==> src/rtl/axis_bram_adapter_cfg_master_pkg.sv <==
// Shared definitions for the BRAM adapter configuration master: register map,
// CTRL bit positions and the sequencing FSM encoding.
package axis_bram_adapter_cfg_master_pkg;

  localparam int unsigned RegCtrlOffset  = 0;
  localparam int unsigned RegStartOffset = 4;
  localparam int unsigned RegEndOffset   = 8;

  localparam int unsigned RwBit     = 0;
  localparam int unsigned ReloadBit = 1;

  localparam logic [1:0] LastStep = 2'd3;

  typedef enum logic [1:0] {
    StIdle,
    StIssue,
    StWaitB,
    StDone
  } cfg_state_e;

  function automatic logic [31:0] ctrl_word(input logic rw, input logic reload);
    logic [31:0] w;
    w            = '0;
    w[RwBit]     = rw;
    w[ReloadBit] = reload;
    return w;
  endfunction

endpackage

==> src/rtl/axis_bram_adapter_cfg_master_axil_single_write.sv <==
// Single AXI4-Lite write: owns the AW/W/B handshakes for one address/data pair.
// AW and W valids retire independently; bready is raised once both have retired.
module axis_bram_adapter_cfg_master_axil_single_write #(
  parameter int unsigned AddrWidth = 5,
  parameter int unsigned DataWidth = 32
) (
  input  logic                 clk,
  input  logic                 rst_n,
  input  logic                 start,
  input  logic [AddrWidth-1:0] addr,
  input  logic [DataWidth-1:0] data,
  output logic [AddrWidth-1:0] awaddr,
  output logic                 awvalid,
  input  logic                 awready,
  output logic [DataWidth-1:0] wdata,
  output logic                 wvalid,
  input  logic                 wready,
  input  logic [1:0]           bresp,
  input  logic                 bvalid,
  output logic                 bready,
  output logic                 issued,
  output logic                 done,
  output logic [1:0]           resp
);

  logic [AddrWidth-1:0] awaddr_q;
  logic [DataWidth-1:0] wdata_q;
  logic                 awvalid_q, wvalid_q, bready_q;
  logic                 aw_hs, w_hs;

  assign aw_hs = awvalid_q & awready;
  assign w_hs  = wvalid_q & wready;

  // True on the edge where the last outstanding AW/W handshake completes.
  assign issued = (awvalid_q | wvalid_q) & (~awvalid_q | awready) & (~wvalid_q | wready);
  assign done   = bready_q & bvalid;
  assign resp   = bresp;

  always_ff @(posedge clk or negedge rst_n) begin
    if (!rst_n) begin
      awaddr_q  <= '0;
      wdata_q   <= '0;
      awvalid_q <= 1'b0;
      wvalid_q  <= 1'b0;
      bready_q  <= 1'b0;
    end else if (start) begin
      awaddr_q  <= addr;
      wdata_q   <= data;
      awvalid_q <= 1'b1;
      wvalid_q  <= 1'b1;
      bready_q  <= 1'b0;
    end else begin
      if (aw_hs) awvalid_q <= 1'b0;
      if (w_hs) wvalid_q <= 1'b0;
      if (issued) bready_q <= 1'b1;
      else if (done) bready_q <= 1'b0;
    end
  end

  assign awaddr  = awaddr_q;
  assign awvalid = awvalid_q;
  assign wdata   = wdata_q;
  assign wvalid  = wvalid_q;
  assign bready  = bready_q;

endmodule

==> src/rtl/axis_bram_adapter_cfg_master.sv <==
// AXI4-Lite master that programs the BRAM adapter: START, END, CTRL(reload=1),
// CTRL(reload=0) per command, with busy/done/err status towards the sequencer.
module axis_bram_adapter_cfg_master
  import axis_bram_adapter_cfg_master_pkg::*;
#(
  parameter int unsigned C_M_AXI_ADDR_WIDTH = 5,
  parameter int unsigned C_M_AXI_DATA_WIDTH = 32,
  parameter int unsigned BRAM_ADDR_WIDTH    = 12,
  parameter int unsigned REG_CTRL_OFFSET    = RegCtrlOffset,
  parameter int unsigned REG_START_OFFSET   = RegStartOffset,
  parameter int unsigned REG_END_OFFSET     = RegEndOffset
) (
  input  logic                            m00_axi_aclk,
  input  logic                            m00_axi_aresetn,
  input  logic                            cmd_valid,
  output logic                            cmd_ready,
  input  logic                            cmd_rw,
  input  logic [BRAM_ADDR_WIDTH-1:0]      cmd_start_addr,
  input  logic [BRAM_ADDR_WIDTH-1:0]      cmd_end_addr,
  output logic                            busy,
  output logic                            done,
  output logic                            err,
  output logic [C_M_AXI_ADDR_WIDTH-1:0]   m00_axi_awaddr,
  output logic [2:0]                      m00_axi_awprot,
  output logic                            m00_axi_awvalid,
  input  logic                            m00_axi_awready,
  output logic [C_M_AXI_DATA_WIDTH-1:0]   m00_axi_wdata,
  output logic [C_M_AXI_DATA_WIDTH/8-1:0] m00_axi_wstrb,
  output logic                            m00_axi_wvalid,
  input  logic                            m00_axi_wready,
  input  logic [1:0]                      m00_axi_bresp,
  input  logic                            m00_axi_bvalid,
  output logic                            m00_axi_bready,
  output logic [C_M_AXI_ADDR_WIDTH-1:0]   m00_axi_araddr,
  output logic                            m00_axi_arvalid,
  output logic                            m00_axi_rready
);

  localparam int unsigned AW = C_M_AXI_ADDR_WIDTH;
  localparam int unsigned DW = C_M_AXI_DATA_WIDTH;

  cfg_state_e                 state_q;
  logic [1:0]                 step_q;
  logic                       rw_q;
  logic [BRAM_ADDR_WIDTH-1:0] start_addr_q, end_addr_q;
  logic                       cmd_ready_q, busy_q, done_q, err_q;

  logic                       accept, advance, wr_start, issued, wr_done;
  logic [1:0]                 wr_resp, sel_step;
  logic                       sel_rw;
  logic [BRAM_ADDR_WIDTH-1:0] sel_start, sel_end;
  logic [AW-1:0]              wr_addr;
  logic [DW-1:0]              wr_data;

  assign accept   = (state_q == StIdle) & cmd_ready_q & cmd_valid;
  assign advance  = (state_q == StWaitB) & wr_done & (wr_resp == 2'b00) & (step_q != LastStep);
  assign wr_start = accept | advance;

  // The write for the upcoming step is launched on the same edge that selects it,
  // so on accept the mux must look at the live command rather than the latches.
  always_comb begin
    sel_step  = accept ? 2'd0 : step_q + 2'd1;
    sel_rw    = accept ? cmd_rw : rw_q;
    sel_start = accept ? cmd_start_addr : start_addr_q;
    sel_end   = accept ? cmd_end_addr : end_addr_q;
    wr_addr   = '0;
    wr_data   = '0;
    unique case (sel_step)
      2'd0: begin
        wr_addr = AW'(REG_START_OFFSET);
        wr_data = DW'(sel_start);
      end
      2'd1: begin
        wr_addr = AW'(REG_END_OFFSET);
        wr_data = DW'(sel_end);
      end
      2'd2: begin
        wr_addr = AW'(REG_CTRL_OFFSET);
        wr_data = DW'(ctrl_word(sel_rw, 1'b1));
      end
      2'd3: begin
        wr_addr = AW'(REG_CTRL_OFFSET);
        wr_data = DW'(ctrl_word(sel_rw, 1'b0));
      end
    endcase
  end

  always_ff @(posedge m00_axi_aclk or negedge m00_axi_aresetn) begin
    if (!m00_axi_aresetn) begin
      state_q      <= StIdle;
      step_q       <= '0;
      rw_q         <= 1'b0;
      start_addr_q <= '0;
      end_addr_q   <= '0;
      cmd_ready_q  <= 1'b0;
      busy_q       <= 1'b0;
      done_q       <= 1'b0;
      err_q        <= 1'b0;
    end else begin
      unique case (state_q)
        StIdle: begin
          if (accept) begin
            rw_q         <= cmd_rw;
            start_addr_q <= cmd_start_addr;
            end_addr_q   <= cmd_end_addr;
            step_q       <= '0;
            err_q        <= 1'b0;
            busy_q       <= 1'b1;
            cmd_ready_q  <= 1'b0;
            state_q      <= StIssue;
          end else begin
            cmd_ready_q <= 1'b1;
          end
        end
        StIssue: begin
          if (issued) state_q <= StWaitB;
        end
        StWaitB: begin
          if (wr_done) begin
            if (wr_resp != 2'b00 || step_q == LastStep) begin
              err_q   <= err_q | (wr_resp != 2'b00);
              done_q  <= 1'b1;
              busy_q  <= 1'b0;
              state_q <= StDone;
            end else begin
              step_q  <= step_q + 2'd1;
              state_q <= StIssue;
            end
          end
        end
        StDone: begin
          done_q      <= 1'b0;
          cmd_ready_q <= 1'b1;
          state_q     <= StIdle;
        end
        default: state_q <= StIdle;
      endcase
    end
  end

  axis_bram_adapter_cfg_master_axil_single_write #(
    .AddrWidth(AW),
    .DataWidth(DW)
  ) u_write (
    .clk    (m00_axi_aclk),
    .rst_n  (m00_axi_aresetn),
    .start  (wr_start),
    .addr   (wr_addr),
    .data   (wr_data),
    .awaddr (m00_axi_awaddr),
    .awvalid(m00_axi_awvalid),
    .awready(m00_axi_awready),
    .wdata  (m00_axi_wdata),
    .wvalid (m00_axi_wvalid),
    .wready (m00_axi_wready),
    .bresp  (m00_axi_bresp),
    .bvalid (m00_axi_bvalid),
    .bready (m00_axi_bready),
    .issued (issued),
    .done   (wr_done),
    .resp   (wr_resp)
  );

  assign cmd_ready       = cmd_ready_q;
  assign busy            = busy_q;
  assign done            = done_q;
  assign err             = err_q;
  assign m00_axi_awprot  = 3'b000;
  assign m00_axi_wstrb   = '1;
  assign m00_axi_araddr  = '0;
  assign m00_axi_arvalid = 1'b0;
  assign m00_axi_rready  = 1'b0;

endmodule

==> config.mk <==
export PLATFORM = sky130hd
export DESIGN_NAME = axis_bram_adapter_cfg_master
export DESIGN_NICKNAME = d
export VERILOG_FILES = /design/src/rtl/axis_bram_adapter_cfg_master_pkg.sv /design/src/rtl/axis_bram_adapter_cfg_master_axil_single_write.sv /design/src/rtl/axis_bram_adapter_cfg_master.sv
export SDC_FILE = /design/constraint.sdc
export NUM_CORES = 1
export LEC_CHECK = 0
export ABC_CLOCK_PERIOD_IN_PS = 2340
export BUFFER_PORTS_ARGS = -buffer_cell sky130_fd_sc_hd__buf_2
export CAP_MARGIN = 20
export CORE_MARGIN = 2
export CORE_UTILIZATION = 52
export CTS_BUF_LIST = sky130_fd_sc_hd__clkbuf_8
export CTS_CLUSTER_DIAMETER = 120
export DETAILED_ROUTE_END_ITERATION = 16
export PLACE_DENSITY_LB_ADDON = 0.12
export SLEW_MARGIN = 30
export SYNTH_ARGS = -nofsm -noshare
export SYNTH_HDL_FRONTEND = slang
export SYNTH_SLANG_ARGS = --single-unit
==> constraint.sdc <==
create_clock -name m00_axi_aclk -period 2.34 [get_ports m00_axi_aclk]
set_clock_uncertainty 0.1 [all_clocks]
set_input_delay 0 -clock m00_axi_aclk [delete_from_list [all_inputs] [get_ports m00_axi_aclk]]
set_output_delay 0 -clock m00_axi_aclk [all_outputs]
set_load 0.1 [all_outputs]
==> results of run 1 <==
==> state kept, by name (all words and copies together) (netlist names) <==
name and cells:
busy 1, cmd_ready 1, done 1, end_addr_q 12, err 1, rw_q 1
start_addr_q 12, state_q 2, step_q 2, u_write.awaddr 2, u_write.awvalid 1, u_write.bready 1
u_write.wdata 12, u_write.wvalid 1
==> power breakdown <==
part           internal [uW]      switching [uW]
Clock                    235                 270
Combinational           54.8                 297
Sequential               863  0.0000000000000627
==> per-stage QoR <==
stage               hold slack [ns]  power (uW)  instance area (sq um)  setup WS (ns)  cells
floorplan                    -0.396        1190                   2750          0.314    333
global placement             -0.187        1190                   2830          0.482    409
detailed placement           -0.189        1190                   2830          0.420    409
CTS                         0.00152        1730                   3210          0.407    446
global route                 0.0356        1780                   3210          0.289    446
finish                    -0.000135        1720                   3210          0.409    446
==> layout make-up <==
type	count	area share, %
Sequential cell	50	39.0
Multi-Input combinational cell	225	35.6
Timing Repair Buffer	90	19.2
Tap cell	67	2.61
Clock buffer	6	2.57
Inverter	6	0.702
Clock inverter	2	0.273
==> worst paths after layout <==
kind | from | to | slack [ns] | depth (start not counted)
setup / recovery | step_q[1]$_DFFE_PN0P_ | u_write.wdata[3]$_DFFE_PN0P_ | 0.41 | 6
hold / removal | cmd_valid | cmd_ready$_DFFE_PN0P_ | -0.0001 | 4
setup reg to reg | step_q[1]$_DFFE_PN0P_ | u_write.wdata[3]$_DFFE_PN0P_ | 0.41 | 6
hold reg to reg | end_addr_q[6]$_DFFE_PN0N_ | end_addr_q[6]$_DFFE_PN0N_ | 0.38 | 2
max in group asynchronous | m00_axi_aresetn | u_write.wvalid$_DFFE_PN0P_ | 1.35 | 3
min in group asynchronous | m00_axi_aresetn | rw_q$_DFFE_PN0N_ | 0.02 | 2
==> layer usage <==
metal	share of wire [%]	vias to the layer above	GRT usage (%)
li1	-	1064	-
met1	43	996	28.4
met2	48	86	35.9
met3	7.1	9	4.02
met4	1.5	0	6.75
met5	0	-	0
==> worst max-delay path: cells and delay by family, from the launching register on <==
kind,cells,cell delay (ns)
and+or+nand+nor,3,0.72
buffers and inverters,1,0.23
AOI/OAI and AO/OA,1,0.17
adders and majority gates,1,0.23
DFF,1,0.41
==> cell families (layout without fill, tap and decap cells) <==
family,count (synthesis),after routing,synth area share [%]
and+or+nand+nor,131,131,21.2
buffers and inverters,58,104,13.8
DFF,50,50,47.8
AOI/OAI and AO/OA,40,40,10.0
muxes,12,12,4.58
adders and majority gates,5,5,2.39
other,2,37,0.287
==> cells in the final DEF (no fill, tap or decap), drive strengths merged, types with 3 or more instances in the layout <==
cell	instances
a21oi	6
a31oi	10
buf	61
clkbuf	6
conb	37
dfrtp	50
dlygate4sd3	29
ha	5
inv	7
mux2i	12
nand2	89
nand3	3
nor2	19
o21ai	8
or3	11
==> flow_metrics.env, run 1 <==
export IMPL_run_status="complete, but fails checks"
export IMPL_failing_checks="hold timing"
export IMPL_dp_hpwl_um=3590
export IMPL_detail_route_wirelength_um=5490
export IMPL_share_of_cells_above_drive_strength_1_pct=18.5
export IMPL_tritoncts_num_buffers=5
export IMPL_whs_ns=-0.000135
export IMPL_cap_viol_max_count=0
export IMPL_worst_setup_path_type="reg2reg"
export IMPL_drt_pass1_iterations=6
export IMPL_num_vias=2155
export IMPL_row_count=25
export IMPL_avgViaCountPerCell=4.83
export IMPL_utilization_pct=67.0
export IMPL_fp_dieW_um=75.0
export IMPL_number_of_global_route_vias_before_repair=2013
export IMPL_crit_arrival_ns=2.05
export IMPL_synth_top_flop_cell="sky130_fd_sc_hd__dfrtp_1"
export IMPL_syn_avg_cell_area_sq_um=8.79
export IMPL_final_net_count=416
export IMPL_hold_path_class="in2reg"
export IMPL_critPathCaptureType="flop"
export IMPL_ys_seq_elements=50
export IMPL_power_static_leakage_uw=0.00172
export IMPL_antennaDiodeCount=0
export IMPL_final_period_minus_worst_setup_slack_ns=1.93
export IMPL_critical_path_slowest_cell="sky130_fd_sc_hd__dfrtp_1"
export IMPL_synth_seq_area_share_pct=47.8
export IMPL_async_flop_share_pct=100
export IMPL_cts_hold_buffers_added=29
export IMPL_slowest_delay_ns=0.41
export IMPL_grt_first_pass_wirelength_um=9210
export IMPL_remaining_drc_errors=0
export IMPL_maxSlewViolCount=0
export IMPL_globalRouteOverflowTotal=0
export IMPL_place_gp_congestion=0.903
export IMPL_totalNegativeSetupSlack_ns=0
export IMPL_hold_violations=1
export IMPL_post_synth_inst_count=298
export IMPL_multiInputGateArea_sq_um=1140
export IMPL_critical_path_cell_chain="ha_1 -> nor3_4 -> nand4_1 -> buf_4 -> or3_1 -> a31oi_1"
export IMPL_clockRootBuffer="sky130_fd_sc_hd__clkbuf_8"
export IMPL_pwr_density_cell_nw_per_um2=536
export IMPL_synth_enable_flop_cells=0
export IMPL_clk_insertion_delay_late_ns=0.30
export IMPL_dieHeight_um=75.0
export IMPL_clockBufferDepth=2
export IMPL_detail_route_iter0_violations=96
export IMPL_synthDominantAreaCellType="sky130_fd_sc_hd__dfrtp_1"
export IMPL_post_cts_resized=0
export IMPL_critical_path_source_type="flop"
export IMPL_final_period_utilization_pct=82.5
export IMPL_cts_htree_levels=2
export IMPL_place_port_buffers=53
export IMPL_floorplan_core_area_sq_um=4790
export IMPL_synth_warnings=0
export IMPL_gr_usage_all_layers_pct=21.5
export IMPL_fill_cells=419
export IMPL_clkTransAtPathRegs_ns=0.09
export IMPL_areaGrowthSynthToFinish_pct=22.4
export IMPL_route_detailed_wl_per_inst_um=12.3
export IMPL_crit_fanout=17
export IMPL_synth_top_cells_by_area="sky130_fd_sc_hd__dfrtp_1 (48%), sky130_fd_sc_hd__nand2_1 (13%), sky130_fd_sc_hd__buf_4 (11%), sky130_fd_sc_hd__mux2i_1 (4.6%), sky130_fd_sc_hd__nor2_1 (2.7%)"
export IMPL_post_synth_top_area_fraction_pct=47.8
export IMPL_ioPinCount=91
export IMPL_setup_violations=0
export IMPL_yosysMostFrequentCell="sky130_fd_sc_hd__nand2_1"
export IMPL_grt_setup_unrepaired="false"
export IMPL_number_of_routed_nets_with_antenna_violations=0
export IMPL_max_freq_mhz=518
export IMPL_clock_sinks=50
export IMPL_cts_tree="yes"
export IMPL_dieArea_sq_um=5620
export IMPL_synth_top_cells_by_count="sky130_fd_sc_hd__nand2_1 (89), sky130_fd_sc_hd__dfrtp_1 (50), sky130_fd_sc_hd__buf_4 (37)"
export IMPL_crit_required_ns=2.46
export IMPL_grt_max_degree=38
export IMPL_floorplan_initialDensity_pct=54.7
export IMPL_netlist_area_pre_place_sq_um=2620
export IMPL_antenna_found_initial=0
export IMPL_post_cts_buffers=0
export IMPL_power_ir_vdd_worst_mv=0.417
export IMPL_synthDistinctLibCells=35
export IMPL_seq_area_sq_um=1250
Note: power is estimated with default switching activity, not from simulation.
==> run 2: changes to the inputs <==
ABC_AREA = 1   (was default)
ABC_CLOCK_PERIOD_IN_PS = 1560   (was 2340)
CORE_UTILIZATION = 46   (was 52)
clock period = 1.56 ns   (was 2.34 ns; I/O delays follow)
==> run 2 against run 1 <==
Compared with the run above: the flow now finishes without violations; global-route usage down 2.9 points; combinational power up 50%; synthesized cell count up 5.0%; total power up 52%; worst hold slack better by 0.044 ns; design area up 7.0%; final cell count up 9.2%; critical path type unchanged; largest cell class unchanged.
==> flow_metrics.env, run 2 <==
export IMPL_pwr_density_cell_nw_per_um2=760
export IMPL_synth_top_cells_by_area="sky130_fd_sc_hd__dfrtp_1 (49%), sky130_fd_sc_hd__nand2_1 (18%), sky130_fd_sc_hd__buf_4 (12%), sky130_fd_sc_hd__nand3_1 (7.0%), sky130_fd_sc_hd__ha_1 (2.4%)"
export IMPL_power_ir_vdd_worst_mv=0.605
export IMPL_yosysMostFrequentCell="sky130_fd_sc_hd__nand2_1"
export IMPL_synthDistinctLibCells=18
export IMPL_clkTransAtPathRegs_ns=0.10
export IMPL_crit_required_ns=1.69
export IMPL_routed_wl_met3_um=267
export IMPL_fill_cells=490
export IMPL_final_common_cell="sky130_fd_sc_hd__nand2_1"
export IMPL_ioPinCount=91
export IMPL_detail_route_iter0_violations=77
export IMPL_floorplan_initialDensity_pct=47.1
export IMPL_crit_reg2reg_launch="state_q[0]$_DFFE_PN0P_"
export IMPL_final_cells=487
export IMPL_synth_top_flop_cell="sky130_fd_sc_hd__dfrtp_1"
export IMPL_hold_violations=0
export IMPL_antenna_found_initial=0
export IMPL_setup_violations=0
export IMPL_place_detailed_instances=443
export IMPL_met2WireLength_um=2700
export IMPL_hold_path_class="in2async"
export IMPL_row_count=27
export IMPL_met1Wirelength_um=2620
export IMPL_synth_enable_flop_cells=0
export IMPL_number_of_routed_nets_with_antenna_violations=0
export IMPL_globalRouteOverflowTotal=0
export IMPL_layout_common_cells="sky130_fd_sc_hd__nand2_1 (116), sky130_fd_sc_hd__buf_2 (53), sky130_fd_sc_hd__dfrtp_1 (45)"
export IMPL_antennaDiodeCount=0
export IMPL_clock_sinks=50
export IMPL_grt_setup_unrepaired="true"
export IMPL_dp_hpwl_um=3860
export IMPL_async_flop_share_pct=100
export IMPL_dr_max_layer_used="met4"
export IMPL_synth_top_cells_by_count="sky130_fd_sc_hd__nand2_1 (123), sky130_fd_sc_hd__dfrtp_1 (50), sky130_fd_sc_hd__buf_4 (42)"
export IMPL_grt_max_degree=37
export IMPL_synthDominantAreaCellType="sky130_fd_sc_hd__dfrtp_1"
export IMPL_clk_insertion_delay_late_ns=0.30
export IMPL_fp_dieW_um=78.6
export IMPL_grt_first_pass_wirelength_um=9120
export IMPL_clockBufferDepth=2
export IMPL_floorplan_core_area_sq_um=5440
export IMPL_post_synth_inst_count=313
export IMPL_crit_fanout=9
export IMPL_dieArea_sq_um=6180
export IMPL_worst_setup_path_type="reg2reg"
export IMPL_netlist_area_pre_place_sq_um=2560
export IMPL_final_net_count=452
export IMPL_post_dp_cell_area_sq_um=2910
export IMPL_synth_warnings=0
export IMPL_cts_htree_levels=2
export IMPL_maxSlewViolCount=0
export IMPL_critical_path_startpoint="state_q[0]$_DFFE_PN0P_"
export IMPL_run_status="finished clean"
export IMPL_route_detailed_wl_per_inst_um=11.6
export IMPL_critPathCaptureType="flop"
export IMPL_detail_route_wirelength_um=5630
export IMPL_dieHeight_um=78.6
export IMPL_clockRootBuffer="sky130_fd_sc_hd__clkbuf_8"
export IMPL_crit_arrival_ns=1.68
export IMPL_gr_usage_all_layers_pct=18.6
export IMPL_place_port_buffers=53
export IMPL_post_synth_top_area_fraction_pct=48.8
export IMPL_totalNegativeSetupSlack_ns=0
export IMPL_ys_seq_elements=50
export IMPL_avgViaCountPerCell=4.49
export IMPL_number_of_global_route_vias_before_repair=1978
export IMPL_final_period_utilization_pct=99.6
export IMPL_share_of_cells_above_drive_strength_1_pct=28.4
export IMPL_power_static_leakage_uw=0.00193
export IMPL_cap_viol_max_count=0
export IMPL_max_freq_mhz=643
export IMPL_fin_area_sq_um=3430
export IMPL_cts_tree="yes"
export IMPL_place_gp_congestion=0.882
export IMPL_num_vias=2188
export IMPL_tritoncts_num_buffers=5
export IMPL_remaining_drc_errors=0
export IMPL_drt_pass1_iterations=4
export IMPL_critical_path_source_type="flop"
export IMPL_areaGrowthSynthToFinish_pct=34.0
export IMPL_synth_seq_area_share_pct=48.8
export IMPL_final_period_minus_worst_setup_slack_ns=1.55
export IMPL_syn_avg_cell_area_sq_um=8.19
run 2: cell type report:
type | count | area, sq um | share of cell area [%]
multi-input cells | 234 | 1130 | 32.8
clock buffers | 5 | 68.8 | 2.00
well taps | 72 | 90.1 | 2.62
inverters | 17 | 68.8 | 2.00
repair buffers | 106 | 791 | 23.0
flip-flops and latches | 50 | 1260 | 36.8
clock inverters | 3 | 25.0 | 0.729
run 2: path summary, 6_finish.rpt:
kind,to,slack (ns),cells after the start
worst max register to register,u_write.wdata[0]$_DFFE_PN0P_,0.006,9
min in group m00_axi_aclk,err$_DFFE_PN0P_,0.07,5
worst min register to register,busy$_DFFE_PN0P_,0.37,2
max in group asynchronous,start_addr_q[0]$_DFFE_PN0N_,0.80,3
worst max-delay path,u_write.wdata[0]$_DFFE_PN0P_,0.006,9
worst min-delay path,u_write.awvalid$_DFFE_PN0P_,0.04,2
run 2: cell families (layout without fill, tap and decap cells):
family | after synthesis | count (layout) | synth area share, %
other | 2 | 37 | 0.293
buffers and inverters | 65 | 131 | 16.7
AND/OR/NAND/NOR | 182 | 183 | 29.8
flip-flops | 50 | 50 | 48.8
adder cells (fa/ha/maj) | 5 | 5 | 2.44
AO/OA/AOI/OAI | 9 | 9 | 1.90
run 2: critical path, stage by stage (launching register included):
cell                      delay [ns]
sky130_fd_sc_hd__dfrtp_1        0.40
sky130_fd_sc_hd__inv_2          0.11
sky130_fd_sc_hd__ha_4           0.18
sky130_fd_sc_hd__nand3_4        0.13
sky130_fd_sc_hd__o21ai_2        0.10
sky130_fd_sc_hd__buf_4          0.18
sky130_fd_sc_hd__nand2_1        0.06
sky130_fd_sc_hd__nand2_1        0.07
sky130_fd_sc_hd__nor2_1         0.05
sky130_fd_sc_hd__nor2_1         0.10
run 2: through the flow:
step           setup WS, ns  power (uW)  hold WS [ns]  util [%]
2_1_floorplan       -0.0304        1790        -0.396         -
3_3_place_gp        0.00484        1790        -0.156      53.5
3_5_place_dp        -0.0121        1790        -0.158      53.5
4_1_cts            -0.00465        2630        0.0558      61.0
5_1_grt              -0.111        2700        0.0783      63.1
6_report            0.00554        2610        0.0443      63.1
run 2: power by group:
| group | total (uW) | switching [uW] | internal, uW |
|---|---|---|---|
| clock | 785 | 460 | 325 |
| combinational | 529 | 445 | 84.4 |
| sequential | 1290 | 0 | 1290 |
run 2: routing by layer:
metal | vias up | track usage [%]
met4 | 0 | 3.68
met3 | 6 | 3.45
li1 | 1112 | -
met2 | 70 | 30.3
met1 | 1000 | 26.0
met5 | - | 0
run 2: timing repair:
action | 4_1_cts | 5_1_grt
cloned | 1 | 0
endpoints found under the setup margin | 4 | 23
endpoints found under the hold margin | 89 | 0
buffers inserted | 0 | 5
hold buffers | 30 | 0
pin swaps | 0 | 7
gates resized for setup | 1 | 22
==> run 3: changes to the inputs <==
CORE_ASPECT_RATIO = 1.2   (was default)
RECOVER_POWER = 100   (was default)
==> run 3 against run 2 <==
Compared with the run above: the flow now finishes with violations (hold timing, setup timing); critical endpoint is now u_write.wdata[2]$_DFFE_PN0P_; combinational power about the same; register-to-register slack worse by 0.03 ns; setup slack worse by 0.026 ns; sequential share of layout area down 0.82 points; flip-flop and latch count unchanged; worst hold slack worse by 0.067 ns; critical path type unchanged; final cell count down 1.6%; sequential power about the same; critical path depth unchanged.
==> flow_metrics.env, run 3 (same netlist as run 2, synthesis figures left out) <==
export IMPL_dp_hpwl_um=3950
export IMPL_final_setup_worst_slack_ns=-0.0203
export IMPL_failing_checks="hold timing, setup timing"
export IMPL_fin_area_sq_um=3510
export IMPL_cap_viol_max_count=0
export IMPL_maxSlewViolCount=0
export IMPL_regToRegEndpoint="u_write.wdata[2]$_DFFE_PN0P_"
export IMPL_grt_max_degree=29
export IMPL_tritoncts_num_buffers=5
export IMPL_antennaDiodeCount=0
export IMPL_max_slew_margin_pct=56.8
export IMPL_crit_required_ns=1.71
export IMPL_row_count=29
export IMPL_crit_fanout=8
export IMPL_run_status="complete, but fails checks"
export IMPL_r2r_setup_slack_ns=-0.02
export IMPL_detail_route_wirelength_um=5940
export IMPL_share_of_cells_above_drive_strength_1_pct=32.4
export IMPL_critPathCaptureType="flop"
export IMPL_crit_reg2reg_launch="state_q[0]$_DFFE_PN0P_"
export IMPL_clk_insertion_delay_late_ns=0.30
export IMPL_final_common_cell="sky130_fd_sc_hd__nand2_1"
export IMPL_whs_ns=-0.0225
export IMPL_floorplan_core_area_sq_um=5330
export IMPL_clkTransAtPathRegs_ns=0.09
export IMPL_hold_path_endpoint="start_addr_q[0]$_DFFE_PN0N_"
export IMPL_final_period_utilization_pct=101
export IMPL_totalNegativeSetupSlack_ns=-0.0203
export IMPL_holdCritStartpoint="cmd_valid"
export IMPL_grt_first_pass_wirelength_um=9180
export IMPL_cts_htree_levels=2
export IMPL_number_of_routed_nets_with_antenna_violations=0
export IMPL_cts_tree="yes"
export IMPL_drt_pass1_iterations=4
export IMPL_clock_sinks=50
export IMPL_fill_cells=453
export IMPL_dieHeight_um=85.8
export IMPL_post_dp_cell_area_sq_um=2900
export IMPL_power_static_leakage_uw=0.00194
export IMPL_areaGrowthSynthToFinish_pct=36.9
export IMPL_floorplan_initialDensity_pct=48.0
export IMPL_place_ws_ns=-0.0493
export IMPL_detail_route_iter0_violations=75
export IMPL_remaining_drc_errors=0
export IMPL_hold_path_cell_count=4
export IMPL_hold_violations=4
export IMPL_worst_setup_path_type="reg2reg"
export IMPL_antenna_found_initial=0
export IMPL_crit_arrival_ns=1.73
export IMPL_setup_violations=1
export IMPL_gr_usage_all_layers_pct=19.1
export IMPL_worstMarginPinSlew_ns=0.648
export IMPL_clockRootBuffer="sky130_fd_sc_hd__clkbuf_8"
export IMPL_place_gp_congestion=0.793
export IMPL_power_ir_vdd_worst_mv=0.518
export IMPL_ioPinCount=91
export IMPL_route_detailed_wl_per_inst_um=12.4
export IMPL_reg2regPathDepth=9
export IMPL_max_freq_mhz=633
export IMPL_utilization_pct=65.8
export IMPL_num_vias=2205
export IMPL_number_of_global_route_vias_before_repair=2173
export IMPL_fp_dieW_um=72.1
export IMPL_critical_path_source_type="flop"
export IMPL_clockBufferDepth=2
export IMPL_grt_setup_unrepaired="true"
export IMPL_avgViaCountPerCell=4.60
export IMPL_final_net_count=454
export IMPL_place_port_buffers=53
export IMPL_final_period_minus_worst_setup_slack_ns=1.58
export IMPL_pwr_density_cell_nw_per_um2=782
export IMPL_dieArea_sq_um=6190
export IMPL_layout_common_cells="sky130_fd_sc_hd__nand2_1 (100), sky130_fd_sc_hd__dfrtp_1 (46), sky130_fd_sc_hd__conb_1 (37)"
export IMPL_globalRouteOverflowTotal=0
export IMPL_hold_path_class="in2reg"
==> run 3: cell count changes in the layout (fill, tap and decap cells not counted), moves of 2 or more <==
cell / change
sky130_fd_sc_hd__buf_2: -20
sky130_fd_sc_hd__clkbuf_2: +21
sky130_fd_sc_hd__nand2_1: -16
sky130_fd_sc_hd__nand2_2: +15
sky130_fd_sc_hd__nand3_1: -2
sky130_fd_sc_hd__nand3_2: +2
==> run 3: layout make-up <==
class | instances | area [sq um] | share of cell area [%]
sequential | 50 | 1260 | 35.9
tap | 62 | 77.6 | 2.21
clock buffer | 5 | 68.8 | 1.96
timing repair buffer | 108 | 813 | 23.2
multi-input combinational | 234 | 1180 | 33.6
clock inverter | 3 | 41.3 | 1.18
inverter | 17 | 68.8 | 1.96
==> run 3: per-stage QoR <==
stage	power [uW]	instances
2_1_floorplan	1790	348
3_3_place_gp	1790	433
3_5_place_dp	1790	433
4_1_cts	2760	473
5_1_grt	2830	479
6_report	2740	479
==> run 3: critical path: stages (launching register included) <==
cell and delay [ns]:
sky130_fd_sc_hd__dfrtp_1 0.40, sky130_fd_sc_hd__inv_2 0.11, sky130_fd_sc_hd__ha_4 0.16, sky130_fd_sc_hd__nand3_4 0.16, sky130_fd_sc_hd__inv_4 0.14, sky130_fd_sc_hd__buf_6 0.14
sky130_fd_sc_hd__nand2_1 0.07, sky130_fd_sc_hd__nand2_1 0.08, sky130_fd_sc_hd__nand3_1 0.08, sky130_fd_sc_hd__nand3_1 0.07
==> run 3: layer usage <==
metal | part of all wire, % | vias up | global-route usage [%]
met2 | 53 | 49 | 34.7
met5 | 0 | - | 0
li1 | - | 1114 | -
met1 | 42 | 1032 | 22.2
met4 | 1.6 | 0 | 6.35
met3 | 3.9 | 10 | 3.76
==> run 3: repair_timing <==
item / CTS / global route
cloned: 1 / 1
hold endpoints to repair: 88 / 0
resized for setup: 6 / 38
setup endpoints to repair: 13 / 22
buffers inserted: 1 / 5
pin swaps: 0 / 20
hold buffers: 30 / 0
==> run 3: worst max-delay path by stage <==
stage          slack, ns                    from                            end  depth (start not counted)
3_3_place_gp       -0.03  state_q[1]$_DFFE_PN0P_   u_write.wdata[0]$_DFFE_PN0P_                          9
3_5_place_dp       -0.05  state_q[1]$_DFFE_PN0P_   u_write.wdata[4]$_DFFE_PN0P_                          8
4_1_cts            0.001  state_q[0]$_DFFE_PN0P_   u_write.wdata[7]$_DFFE_PN0P_                          8
5_1_grt            -0.09  state_q[0]$_DFFE_PN0P_   u_write.wdata[2]$_DFFE_PN0P_                          9
6_report           -0.02  state_q[0]$_DFFE_PN0P_   u_write.wdata[2]$_DFFE_PN0P_                          9
2_1_floorplan      -0.03  state_q[1]$_DFFE_PN0P_  u_write.wdata[10]$_DFFE_PN0P_                         10
==> run 3: power by group <==
| part | leakage (uW) | internal [uW] | switching [uW] |
|---|---|---|---|
| Clock | 0.0000556 | 473 | 450 |
| Combinational | 0.00121 | 80.8 | 446 |
| Sequential | 0.000683 | 1290 | 0 |
| Total | 0.00194 | 1850 | 896 |
